--- src/rtl/ysyx_25020037_axi_rd_slave.sv ---
// ysyx_25020037_axi_rd_slave: AXI4 read responder (AR/R) in front of a synchronous-read word memory
module ysyx_25020037_axi_rd_slave #(
   parameter logic [31:0] ADDR_BASE = 32'hA0000000,
   parameter logic [31:0] ADDR_SIZE = 32'h02000000,
   parameter int          LATENCY   = 0
) (
   input  logic        clk,
   input  logic        rst,
   input  logic        arvalid,
   output logic        arready,
   input  logic [31:0] araddr,
   input  logic [3:0]  arid,
   input  logic [7:0]  arlen,
   input  logic [2:0]  arsize,
   input  logic [1:0]  arburst,
   output logic        rvalid,
   input  logic        rready,
   output logic [31:0] rdata,
   output logic [1:0]  rresp,
   output logic        rlast,
   output logic [3:0]  rid,
   output logic        mem_en,
   output logic [31:0] mem_addr,
   input  logic [31:0] mem_rdata
);
   typedef enum logic [2:0] {IDLE, WAIT, FETCH, LOAD, DATA} state_t;
   localparam logic [3:0] LAT_LAST = 4'(LATENCY > 0 ? LATENCY - 1 : 0);
   state_t      state;
   logic [3:0]  wcnt;
   logic [7:0]  beat;
   logic [7:0]  len_q;
   logic [2:0]  size_q;
   logic        fixed_q;
   logic [31:0] cur_addr;
   logic [31:0] nxt_addr;
   logic [32:0] last_byte;
   logic        bad_req;
   logic        dec_err;
   logic        last_beat;
   logic [1:0]  req_resp;
   // 33-bit window check so a burst running past 4 GB cannot wrap back into range
   assign bad_req   = arburst[1] || arsize > 3'd2 || |(araddr[1:0] & ((2'd1 << arsize[1:0]) - 2'd1));
   assign last_byte = {1'b0, araddr} + (arburst[0] ? ({25'd0, arlen} + 33'd1) << arsize : 33'd1 << arsize) - 33'd1;
   assign dec_err   = araddr < ADDR_BASE || last_byte >= {1'b0, ADDR_BASE} + {1'b0, ADDR_SIZE};
   assign req_resp  = bad_req ? 2'b10 : dec_err ? 2'b11 : 2'b00;
   assign nxt_addr  = fixed_q ? cur_addr : cur_addr + (32'd1 << size_q);
   assign last_beat = beat == len_q;
   always_ff @(posedge clk or posedge rst) begin
      if (rst) begin
         state    <= IDLE;
         wcnt     <= 4'd0;
         beat     <= 8'd0;
         len_q    <= 8'd0;
         size_q   <= 3'd0;
         fixed_q  <= 1'b0;
         cur_addr <= 32'd0;
         arready  <= 1'b0;
         rvalid   <= 1'b0;
         rdata    <= 32'd0;
         rresp    <= 2'b00;
         rlast    <= 1'b0;
         rid      <= 4'd0;
         mem_en   <= 1'b0;
         mem_addr <= 32'd0;
      end else begin
         case (state)
            IDLE: begin
               arready <= 1'b1;
               if (arvalid && arready) begin
                  arready  <= 1'b0;
                  len_q    <= arlen;
                  size_q   <= arsize;
                  fixed_q  <= ~arburst[0];
                  cur_addr <= araddr;
                  beat     <= 8'd0;
                  wcnt     <= 4'd0;
                  rid      <= arid;
                  rresp    <= req_resp;
                  rdata    <= 32'd0;
                  if (req_resp != 2'b00) state <= DATA;
                  else if (LATENCY > 0) state <= WAIT;
                  else begin
                     state    <= FETCH;
                     mem_en   <= 1'b1;
                     mem_addr <= {araddr[31:2], 2'b00};
                  end
               end
            end
            WAIT: begin
               if (wcnt == LAT_LAST) begin
                  state    <= FETCH;
                  mem_en   <= 1'b1;
                  mem_addr <= {cur_addr[31:2], 2'b00};
               end else wcnt <= wcnt + 4'd1;
            end
            FETCH: begin
               mem_en <= 1'b0;
               state  <= LOAD;
            end
            LOAD: begin
               rdata  <= mem_rdata;
               rvalid <= 1'b1;
               rlast  <= last_beat;
               state  <= DATA;
            end
            DATA: begin
               // error bursts enter here with rvalid low, giving one cycle of response latency
               if (!rvalid) begin
                  rvalid <= 1'b1;
                  rlast  <= last_beat;
               end else if (rready) begin
                  if (last_beat) begin
                     rvalid  <= 1'b0;
                     rlast   <= 1'b0;
                     arready <= 1'b1;
                     state   <= IDLE;
                  end else begin
                     beat     <= beat + 8'd1;
                     cur_addr <= nxt_addr;
                     if (rresp != 2'b00) rlast <= beat + 8'd1 == len_q;
                     else begin
                        rvalid <= 1'b0;
                        rlast  <= 1'b0;
                        wcnt   <= 4'd0;
                        if (LATENCY > 0) state <= WAIT;
                        else begin
                           state    <= FETCH;
                           mem_en   <= 1'b1;
                           mem_addr <= {nxt_addr[31:2], 2'b00};
                        end
                     end
                  end
               end
            end
            default: state <= IDLE;
         endcase
      end
   end
endmodule

--- config.mk ---
export PLATFORM = sky130hd
export DESIGN_NAME = ysyx_25020037_axi_rd_slave
export DESIGN_NICKNAME = d
export VERILOG_FILES = /design/src/rtl/ysyx_25020037_axi_rd_slave.sv
export SDC_FILE = /design/constraint.sdc
export NUM_CORES = 1
export LEC_CHECK = 0
export BUFFER_PORTS_ARGS = -buffer_cell sky130_fd_sc_hd__buf_2
export CAP_MARGIN = 15
export CORE_UTILIZATION = 58
export DETAILED_ROUTE_END_ITERATION = 12
export GPL_ROUTABILITY_DRIVEN = 0
export PLACE_DENSITY_LB_ADDON = 0.05
export SLEW_MARGIN = 20
export SYNTH_ARGS = -nofsm -noshare
export SYNTH_HDL_FRONTEND = slang
export SYNTH_SLANG_ARGS = --single-unit
--- constraint.sdc ---
create_clock -name clk -period 4.3 [get_ports clk]
set_clock_uncertainty 0.05 [all_clocks]
set_input_delay 0.215 -clock clk [delete_from_list [all_inputs] [get_ports clk]]
set_output_delay 0.215 -clock clk [all_outputs]
set_load 0.01 [all_outputs]
**Word level (Yosys, flattened, before mapping)**

Cells that the tools add are included.

- Input port bits: 85
- Register bits after elaboration: 133
- Word-level logic and storage cells: 136

- Bitwise operators: 2
- Equality and inequality tests: 18
- Shift-type cells: 4
- Multiplexer cells: 62
- Add/sub/neg operators: 7
- Reduce and logical (&&, ||, !) cells: 24
- $lt $le $gt $ge: 3

Operators by type and width:

| operator | count |
|---|---|
| $mux W32 | 13 |
| $pmux W32 S2 | 2 |
| $pmux W32 S3 | 1 |
| $add A32 B33 Y33 | 1 |
| $ge A33 B32 Y1 const B | 1 |
| $mux W33 | 1 |
| $shl A1 B3 Y33 const A | 1 |
| $shl A9 B3 Y33 | 1 |
| $sub A33 B1 Y33 const B | 1 |
| $add A32 B32 Y32 | 1 |
| $lt A32 B32 Y1 const B | 1 |
| $mux W8 | 4 |
| $shl A1 B3 Y32 const A | 1 |
| $mux W4 | 6 |
| $mux W3 | 7 |
| $ne A2 B2 Y1 const B | 10 |
| $mux W1 | 19 |
| $eq A8 B8 Y1 | 2 |
| $pmux W8 S2 | 1 |
| $reduce_and A8 Y1 | 2 |
| $pmux W3 S5 | 1 |
| $pmux W4 S3 | 1 |
| $reduce_and A5 Y1 | 2 |
| $reduce_bool A2 Y1 | 5 |
| other kinds (26) | 35 |

**Logic depth before layout (Yosys ltp)**

Gate-level depths: netlist of the first run.

- Depth after elaboration: 13
- Depth in mapped cells: 24
- Mapped depth without buffers: 22

**Worst setup path before layout of the first run**

Ideal clock, no wire load.

- Path type: input to register
- Start: in arlen[0]
- End: reg mem_addr[11]
- Setup slack: 0.000 ns
- Stages: 24
- Path buffers: 2
- Library setup time: 0.125 ns
- Arrival time: 4.124 ns
- Required time: 4.125 ns
- Path through: ha_1 -> nand2_1 -> nor2_1 -> xor2_1 -> nand2_1 -> mux2i_1 -> nor2_1 -> a21oi_1 -> a22oi_1 -> ha_1 -> inv_1 -> ha_1 -> clkbuf_1 -> nand2_1 -> nor4_2 -> o211ai_1 -> a2111oi_1 -> a21oi_1 -> xor2_1 -> a21o_1 -> o211ai_2 -> o21a_4 -> buf_12 -> mux2_4

- Cells in the longest elaborated chain, start to end: 12

Ends and longest elaborated chain:

| item | RTL line | source |
|---|---|---|
| from (decl) | 13 | `input logic [7:0] arlen,` |
| $add A8 B1 Y9 | 43 | `assign last_byte = {1'b0, araddr} + (arburst[0] ? ({25'd0, arlen} + 33'd1) << arsize : 33'd1 << arsize) - 33'd ...` |
| $shl A9 B3 Y33 | 43 |  |
| $mux W33 | 43 |  |
| $add A32 B33 Y33 | 43 |  |
| $sub A33 B1 Y33 | 43 |  |
| $ge A33 B32 Y1 | 44 | `assign dec_err = araddr < ADDR_BASE \|\| last_byte >= {1'b0, ADDR_BASE} + {1'b0, ADDR_SIZE};` |
| $logic_or A1 B1 Y1 | 44 |  |
| $mux W2 (2 in series) | 45 | `assign req_resp = bad_req ? 2'b10 : dec_err ? 2'b11 : 2'b00;` |
| $reduce_bool A2 Y1 | 80 | `if (req_resp != 2'b00) state <= DATA;` |
| $ne A2 B2 Y1 (no line) | -- |  |
| $reduce_and A8 Y1 (no line) | -- |  |
| to (signal assigned) | 85 | `mem_addr <= {araddr[31:2], 2'b00};` |
| to (signal assigned) | 93 | `mem_addr <= {cur_addr[31:2], 2'b00};` |
| to (signal assigned) | 129 | `mem_addr <= {nxt_addr[31:2], 2'b00};` |
| to (decl) | 23 | `output logic [31:0] mem_addr,` |

Every way passes these cells.
A chain may end at the register's enable or synchronous reset.

**Final worst setup path of the first run**

- Start: in arlen[1]
- End: reg mem_addr[22]

The elaborated chain is that of the path after synthesis.

==> results of run 1 <==
## metrics by stage
| stage | util | instances | setup slack, ns |
|---|---|---|---|
| after global routing | 0.745 | 1651 | -0.0657 |
| after floorplan | - | 1205 | 0.000488 |
| after CTS | 0.733 | 1650 | 0.0130 |
| final | 0.745 | 1651 | 0.0975 |
| after detailed placement | 0.672 | 1579 | -0.434 |
| after global placement | 0.672 | 1579 | -0.350 |
## Yosys cell counts, types with 8 or more instances
library cell,count,share of area
a211oi_1,8,0.0061
a21o_1,11,0.0084
a21oi_1,92,0.047
a221o_1,11,0.011
a22oi_1,10,0.0076
a31oi_1,14,0.0089
and2_1,8,0.0051
and3_1,12,0.0076
clkbuf_1,50,0.019
dfrtp_1,131,0.33
ha_1,61,0.077
inv_1,86,0.033
mux2_2,20,0.023
mux2_4,26,0.039
mux2i_1,12,0.012
nand2_1,189,0.072
nand2b_1,11,0.0070
nand3_1,31,0.016
nand4_1,9,0.0057
nor2_1,71,0.027
nor3_1,27,0.014
o211ai_1,8,0.0061
o21ai_0,131,0.066
o22ai_1,8,0.0051
o311ai_0,20,0.018
xnor2_1,19,0.017
xor2_1,14,0.012
## logic make-up after synthesis
kind of cell,synth area share
other,0.000379
adder cells (fa/ha/maj),0.0813
buffers and inverters,0.0633
flip-flops,0.332
XOR/XNOR,0.0292
AND/OR/NAND/NOR,0.184
multiplexers,0.0744
AO/OA/AOI/OAI,0.235
## state kept, by name, indices dropped and copies added (netlist names), 2 cells and up
| signal | cells |
|---|---|
| len_q | 8 |
| size_q | 3 |
| rdata | 32 |
| rresp | 2 |
| cur_addr | 32 |
| mem_addr | 30 |
| wcnt | 4 |
| rid | 4 |
| beat | 8 |
| state | 3 |
## routing by layer
layer  vias up  GRT usage
li1       4730          -
met1      4697      0.445
met2       493      0.540
met3        70     0.0540
met4         0      0.103
met5         -          0
## worst register-to-register path: cells and delay by family (launching register included)
family | cells | cell delay (ns)
adders and majority gates | 2 | 0.63
AOI/OAI and AO/OA | 7 | 1.66
muxes | 1 | 0.33
DFF | 1 | 0.48
and+or+nand+nor | 3 | 0.57
## power by group
group	switching (mW)	internal, mW	leakage, nW
sequential	0.443	1.67	1.66
clock	0.580	0.921	0.297
combinational	1.65	1.40	3.82
total	2.67	3.99	5.78
## worst paths after layout
path                            slack, ns          from  depth (start not counted)      endpoint
worst max-delay path                  0.1      arlen[1]                         24  mem_addr[22]
min in group asynchronous            0.50           rst                          3  mem_addr[29]
worst max register to register       0.48     size_q[2]                         13  mem_addr[18]
worst min register to register       0.45  mem_addr[19]                          1  mem_addr[19]
worst min-delay path                 0.02     araddr[4]                          3   cur_addr[4]
max in group asynchronous            2.76           rst                          4      rdata[3]
## area by class of cell
class                           instances  area, sq um
Multi-Input combinational cell        924         6190
Clock inverter                         14          176
Tap cell                              220          275
Clock buffer                           18          429
Inverter                               86          328
Sequential cell                       131         3280
Timing Repair Buffer                  258         1680
Fill cell                            1302         4230
## repair_timing
action / 4_1_cts / 5_1_grt
hold buffers: 38 / 0
endpoints found under the setup margin: 25 / 34
setup buffers: 1 / 1
gates resized for setup: 3 / 37
endpoints found under the hold margin: 46 / 0
pin swaps: 3 / 19
gates cloned: 0 / 1
==> run metrics, run 1 <==
post-route ant nets 0; Slew Limit Fails 0; antenna diode count 0; die area 0.0176 sq mm; synth warn 0; relative slew slack 0.373; maximum capacitance violations 0; commonest non-fill, non-tap cell in the layout nand2_1; commonest cells after routing, fill and taps aside nand2_1, buf_2, dfrtp_1, o21ai_0, a21oi_1; Via Count 9990; Cell Area, Synth just under 0.01 sq mm; total power roughly 6.7 mW; number of global-route vias before repair 9226; hold_ws 0.0231 ns; CP required 4.56 ns; EDFF count, synth 0; sequential cell area fraction in the yosys report 0.332; CTS tree done; Worst EP arrival 4.46 ns; Chip Width 133 microns; Starting DRT DRC Count 918; initial antenna violation count 0; crit share post-route 0.977; Crit path largest cell delay 0.36 ns; crit-path cells buf_4, ha_4, nand2_1, buf_4, nor2_1, a21oi_1, o22ai_1, and2_1, nand3_1, ha_1, inv_1, ha_2, nand4_4, nor3_1, o311ai_1, buf_4, a31oi_1, o22ai_1, xor2_1, a21o_1, o211ai_2, o21a_4, clkbuf_16, mux2_4; Final Setup Violations 0; Power Dens Cells around 540 mW/mm^2; CTS max path bufs 2; global-route wire length before repair 46500 microns; Nets 1566; Num CTS Buffers 17; CP delay by family, top compound AO/OA/AOI/OAI gates; Primary FF master, synth dfrtp_1; initial core utilization 0.596; met3 WL 2140 microns; Routed WL 29000 microns; share of layout cells above drive strength 1 0.240; H-tree Lvls 4; Final Instance Area 0.0124 sq mm; dpl cell area 0.0111 sq mm; routed len/inst 17.6 microns; total core area 0.0166 sq mm; Chip Height 133 microns; top sig layer met4; DRT Pass-1 Iters 5; Setup CP Type in2reg; std cell rows 47; largest net degree at the start of global routing 106; highest clock rate ~240 MHz; clock-pin slew on the worst setup and hold paths 0.06 ns; Slew @ Worst Pin 0.940 ns; final hold viol count 0; GRT Util Overall 0.329; Sink Count 131; wire length on met2 13700 microns; Synth async-reset ratio 1.00; CP endpoint kind flop; Pleak 5.78 nW; routed vias/inst ~6.1; Syn-to-layout area delta 25.0%; HPWL after detailed placement 20500 microns; # port buffers 156; clock latency on the worst-skew pair 0.43 ns; # IOs 159; WL met1 12500 microns; Setup crit start kind input port; VDD IR-drop max 0.337 mV; drt drc 0; Buf+Inv Stages, Crit Path 5; Yosys cell types a little under 80; global route total overflow 0; Crit-path slowest cell ha_2; Cells after Synth 1204; Root Buffer clkbuf_16; final worst path period need 4.20 ns; largest fanout on the critical path 7; Post-Syn Area per Cell 8.21 sq um; setup TNS 0 ns; Hold Crit Class in2reg; status complete, no violations; #FFs+latches synth ~130; Crit path top cell by count buf_4
(Power assumes the default switching activity.)
==> inputs of run 2 (changes only) <==
--- a/config.mk
+++ b/config.mk
@@ -5,10 +5,11 @@
 export SDC_FILE = /design/constraint.sdc
 export NUM_CORES = 1
 export LEC_CHECK = 0
-export BUFFER_PORTS_ARGS = -buffer_cell sky130_fd_sc_hd__buf_2
+export ABC_AREA = 1
 export CAP_MARGIN = 15
-export CORE_UTILIZATION = 58
+export CORE_UTILIZATION = 60
 export DETAILED_ROUTE_END_ITERATION = 12
+export DONT_BUFFER_PORTS = 1
 export GPL_ROUTABILITY_DRIVEN = 0
 export PLACE_DENSITY_LB_ADDON = 0.05
 export SLEW_MARGIN = 20
==> run metrics, run 2 <==
std cell rows 47; Syn-to-layout area delta 15.7%; HPWL after detailed placement 21500 microns; Post-Syn Area per Cell 6.56 sq um; highest clock rate 248 MHz; Slew Limit Fails 0; hold path endpoint mem_addr[20]; Power Dens Cells roughly 660 mW/mm^2; placed cells 1749; final hold viol count 0; largest net degree at the start of global routing 96; commonest cells after routing, fill and taps aside nand2_1, inv_1, dfrtp_1, nand3_1, o21ai_0; clock latency on the worst-skew pair approximately 0.44 ns; Largest regs cur_addr (32), rdata (32), mem_addr (30); Final Util 0.715; post-route ant nets 0; Layout Cells excl Fill approximately 1800; routed vias/inst 5.71; share of layout cells above drive strength 1 0.0658; drt drc 0; Cells after Synth between 1500 and 2000; Yosys cell types 45; Slew @ Worst Pin between 1 and 1.5 ns; CP endpoint kind flop; GRT Util Overall 0.345; H-tree Lvls 4; Worst Slack Setup Final roughly 0.26 ns; r2r endpoint mem_addr[30]; fillers around 1400; launch point of the worst reg-to-reg path state[2]; global-route wire length before repair 48100 microns; Crit path largest cell delay between 0.5 and 0.6 ns; reg2reg path depth 7; VDD IR-drop max 0.481 mV; sequential cell area fraction in the yosys report 0.318; Final Setup Violations 0; initial antenna violation count 0; # port buffers 0; Synth async-reset ratio 1.00; #FFs+latches synth 131; Sink Count ~130; Starting DRT DRC Count about 900; Multi-input gate area 0.00599 sq mm; CP required 4.56 ns; largest fanout on the critical path 8; commonest non-fill, non-tap cell in the layout nand2_1; Via Count 10500; FF+latch area 0.00328 sq mm; global route total overflow 0; Chip Height 133 microns; largest cells by area after synthesis dfrtp_1, nand2_1, inv_1; routed len/inst 16.8 microns; CTS max path bufs 2; crit share post-route 0.939; die area 0.0177 sq mm; relative slew slack 0.110; DRT Pass-1 Iters 5; setup TNS 0 ns; final worst path period need around 4.0 ns; status complete, no violations; Setup CP Type in2reg; Primary FF master, synth dfrtp_1; leading area contributor after synthesis dfrtp_1; Routed WL between 30000 and 40000 microns; total core area between 0.015 and 0.02 sq mm; synth warn 0; Setup crit start kind input port; Hold Startpoint araddr[20]; r2r setup slk 1.02 ns; most common cell in the synthesized netlist nand2_1; Nets ~1800; antenna diode count 0; number of global-route vias before repair ~9700; Cell Area, Synth slightly above 0.01 sq mm; EDFF count, synth 0; clock-pin slew on the worst setup and hold paths about 0.06 ns; Crit path top cell by count nand2_1; Root Buffer clkbuf_16; Hold Path Stages 4; Pleak ~6.2 nW; top cells by count, synth nand2_1, inv_1, dfrtp_1; maximum capacitance violations 0; # IOs ~160; worst slack at placement -0.0152 ns; Num CTS Buffers 17; Crit-path slowest cell dlygate4sd3_1; Hold Crit Class in2reg; Synth top area share 0.318; total power roughly 8 mW; CTS tree done; Chip Width around 130 microns; initial core utilization 0.618; Worst EP arrival roughly 4.3 ns
==> run 2: changes by cell type after synthesis, sizes merged, moves of 12 or more <==
cell,change
a21oi,-33
and3,-12
buf,+14
clkbuf,-23
inv,+188
mux2,-46
nand2,+297
nand3,+69
nand4,+30
nor2,+34
o21ai,-26
o221ai,+18
o311ai,-19
==> run 2: through the flow <==
stage	hold WS [ns]	area, sq um
finish	0.00717	11900
global route	0.0187	11900
CTS	0.00563	11700
detailed placement	0.261	10400
global placement	0.254	10400
floorplan	0.259	10300
==> run 2: worst max-delay path by stage <==
stage,startpoint,endpoint,slack (ns),cells after the start
global route,arlen[6],mem_addr[30],-0.04,29
floorplan,rst,arready,0.54,1
global placement,arlen[0],mem_addr[3],0.07,31
CTS,arlen[4],mem_addr[30],0.15,33
detailed placement,arlen[0],mem_addr[30],-0.02,35
finish,arlen[6],mem_addr[30],0.26,27
==> run 2: per-layer routing <==
| layer | GRT usage | part of all wire | vias up | wire (microns) |
|---|---|---|---|---|
| met5 | 0 | 0 | - | 0 |
| met4 | 0.122 | 0.032 | 0 | 975 |
| met3 | 0.0616 | 0.075 | 73 | 2330 |
| met2 | 0.556 | 0.46 | 416 | 14300 |
| met1 | 0.467 | 0.43 | 4898 | 13300 |
| li1 | - | - | 5142 | - |
==> run 2: power by group <==
part	leakage [nW]	switching, mW	internal, mW	total, mW
registers	1.67	0.595	1.76	2.35
logic	4.22	2.62	1.28	3.90
clock network	0.319	0.599	1.04	1.63
==> run 2: logic make-up (layout without fill, tap and decap cells) <==
logic type,Yosys count,in the layout,synth area share
adder cells (fa/ha/maj),63,63,0.0778
multiplexers,3,3,0.00291
buffers and inverters,333,380,0.127
XOR/XNOR,23,23,0.0195
AND/OR/NAND/NOR,770,774,0.312
other,1,2,0.000363
flip-flops,131,131,0.318
AO/OA/AOI/OAI,249,249,0.143
==> run 2: final cells by class <==
class,instances,area share
timing repair buffer,70,0.0589
clock buffer,17,0.0356
sequential,131,0.274
tap,220,0.0230
multi-input combinational,1114,0.501
inverter,278,0.0878
clock inverter,15,0.0192
==> run 2: critical path, delay by kind of cell <==
kind                       cells  cell delay (ns)
and+or+nand+nor               16             2.06
AOI/OAI and AO/OA              3             0.47
buffers and inverters          6             0.92
adders and majority gates      2             0.63
==> run 2: timing repair <==
action                                  CTS  global route
setup buffers                             0             1
hold buffers                             58             0
gates resized for setup                   0            51
endpoints found under the hold margin   151             0
endpoints found under the setup margin    0            32
==> inputs of run 3 (changes only) <==
--- a/config.mk
+++ b/config.mk
@@ -7,7 +7,7 @@
 export LEC_CHECK = 0
 export ABC_AREA = 1
 export CAP_MARGIN = 15
-export CORE_UTILIZATION = 60
+export CORE_UTILIZATION = 38
 export DETAILED_ROUTE_END_ITERATION = 12
 export DONT_BUFFER_PORTS = 1
 export GPL_ROUTABILITY_DRIVEN = 0
==> run metrics, run 3 (same netlist as run 2, synthesis figures left out) <==
Chip Height approximately 170 microns; initial antenna violation count 0; crit share post-route 0.917; met3 GRT Util 0.0430; VDD IR-drop max 0.389 mV; Setup crit start kind input port; CTS max path bufs 2; final hold viol count 0; CP required 4.56 ns; total core area about 0.026 sq mm; clock-pin slew on the worst setup and hold paths 0.06 ns; clock latency on the worst-skew pair around 0.43 ns; hold_ws about 0.01 ns; fillers 2787; logic gate share of total power 0.497; # port buffers 0; number of global-route vias before repair 9704; global-route wire length before repair 53700 microns; antenna diode count 0; initial core utilization 0.392; status complete, no violations; std cell rows 59; # IOs around 160; Seq pwr share 0.305; highest clock rate 254 MHz; Root Buffer clkbuf_16; largest net degree at the start of global routing 76; Num CTS Buffers 17; Via Count 10200; share of layout cells above drive strength 1 0.0467; Final Setup Violations 0; Syn-to-layout area delta 15.1%; commonest cells after routing, fill and taps aside nand2_1, inv_1, dfrtp_1, o21ai_0, nor2_1; Sink Count 131; commonest non-fill, non-tap cell in the layout nand2_1; Starting DRT DRC Count ~1000; Setup CP Type in2reg; CP endpoint kind flop; GRT met1 Usage 0.342; CTS tree done; total power a little under 8 mW; Power Dens Cells 649 mW/mm^2; H-tree Lvls 4; maximum capacitance violations 0; Layout Cells excl Fill 1962; GRT Max-Usage Layer met2; DRT Pass-1 Iters 6; HPWL after detailed placement 25400 microns; Slew Limit Fails 0; die area 0.0278 sq mm; global-route track usage on met2 0.390; GRT Util Overall 0.248; drt drc 0; setup TNS 0 ns; Largest regs cur_addr (32), rdata (32), mem_addr (30); final worst path period need 3.94 ns; Slew @ Worst Pin 0.983 ns; Chip Width 167 microns; Hold Crit Class in2reg; global route total overflow 0; Sw Share 0.492; clock power share 0.198; largest fanout on the critical path 31; post-route ant nets 0; Pleak 6.18 nW; routed vias/inst between 5 and 6; Psw 3.80 mW; relative slew slack 0.338; Nets ~1800; routed len/inst around 17 microns; Final Util 0.451; Worst EP arrival 4.20 ns; placed cells 1870; Routed WL 33600 microns; internal power 3.91 mW
-- run 3: critical path: stages --
cell           delay (ns)
dlygate4sd3_1        0.54
clkinv_1             0.21
o21ai_0              0.36
o21ai_0              0.17
or2_2                0.31
ha_1                 0.31
fa_1                 0.41
inv_1                0.09
nand2_1              0.06
nand3_1              0.13
nand2_1              0.08
nand2_1              0.06
nand2_1              0.06
nand3_1              0.08
nand2_1              0.09
nor2_1               0.10
nand2_1              0.08
nand2_1              0.11
nand3_2              0.12
nand2_4              0.20
nand3_4              0.09
buf_12               0.19
nand2_1              0.07
nand2_1              0.04
-- run 3: per-stage QoR --
| step | worst slack [ns] | cell area, sq um |
|---|---|---|
| 5_1_grt | -0.0386 | 11900 |
| 2_1_floorplan | 0.537 | 10300 |
| 6_report | 0.359 | 11900 |
| 3_5_place_dp | 0.0415 | 10700 |
| 3_3_place_gp | 0.0786 | 10700 |
| 4_1_cts | 0.348 | 11900 |
-- run 3: path summary, 6_finish.rpt --
kind / startpoint / end / slack, ns / cells after the start
max: arsize[0] / mem_addr[15] / 0.36 / 24
min: arlen[1] / len_q[1] / 0.01 / 2
max reg2reg: state[2] / mem_addr[7] / 1.14 / 6
min reg2reg: cur_addr[0] / cur_addr[0] / 0.46 / 1
max in group asynchronous: rst / beat[1] / 2.96 / 3
min in group asynchronous: rst / rdata[1] / 0.25 / 2
-- run 3: power by group through the flow --
stage	clock [mW]	combinational (mW)	sequential, mW
2_1_floorplan	0	2.84	2.21
6_report	1.53	3.83	2.35
3_3_place_gp	0	3.74	2.38
3_5_place_dp	0	3.77	2.38
5_1_grt	1.60	4.37	2.42
4_1_cts	1.56	3.83	2.36
-- run 3: per-layer routing --
metal,vias to the layer above,wire length [microns]
li1,5149,-
met1,4680,15800
met2,292,14900
met3,40,2130
met4,0,735
met5,-,0
-- run 3: layout make-up --
cell class	instances	area, sq um	area share
Timing Repair Buffer	76	771	0.0649
Multi-Input combinational cell	1110	5770	0.485
Clock buffer	18	429	0.0361
Inverter	278	1050	0.0882
Tap cell	335	419	0.0353
Clock inverter	14	168	0.0141
Sequential cell	131	3280	0.276
-- run 3: timing repair --
item | CTS | global route
setup buffers | 0 | 0
hold buffers | 60 | 0
hold endpoints to repair | 101 | 0
endpoints found under the setup margin | 0 | 31
resized for setup | 0 | 7
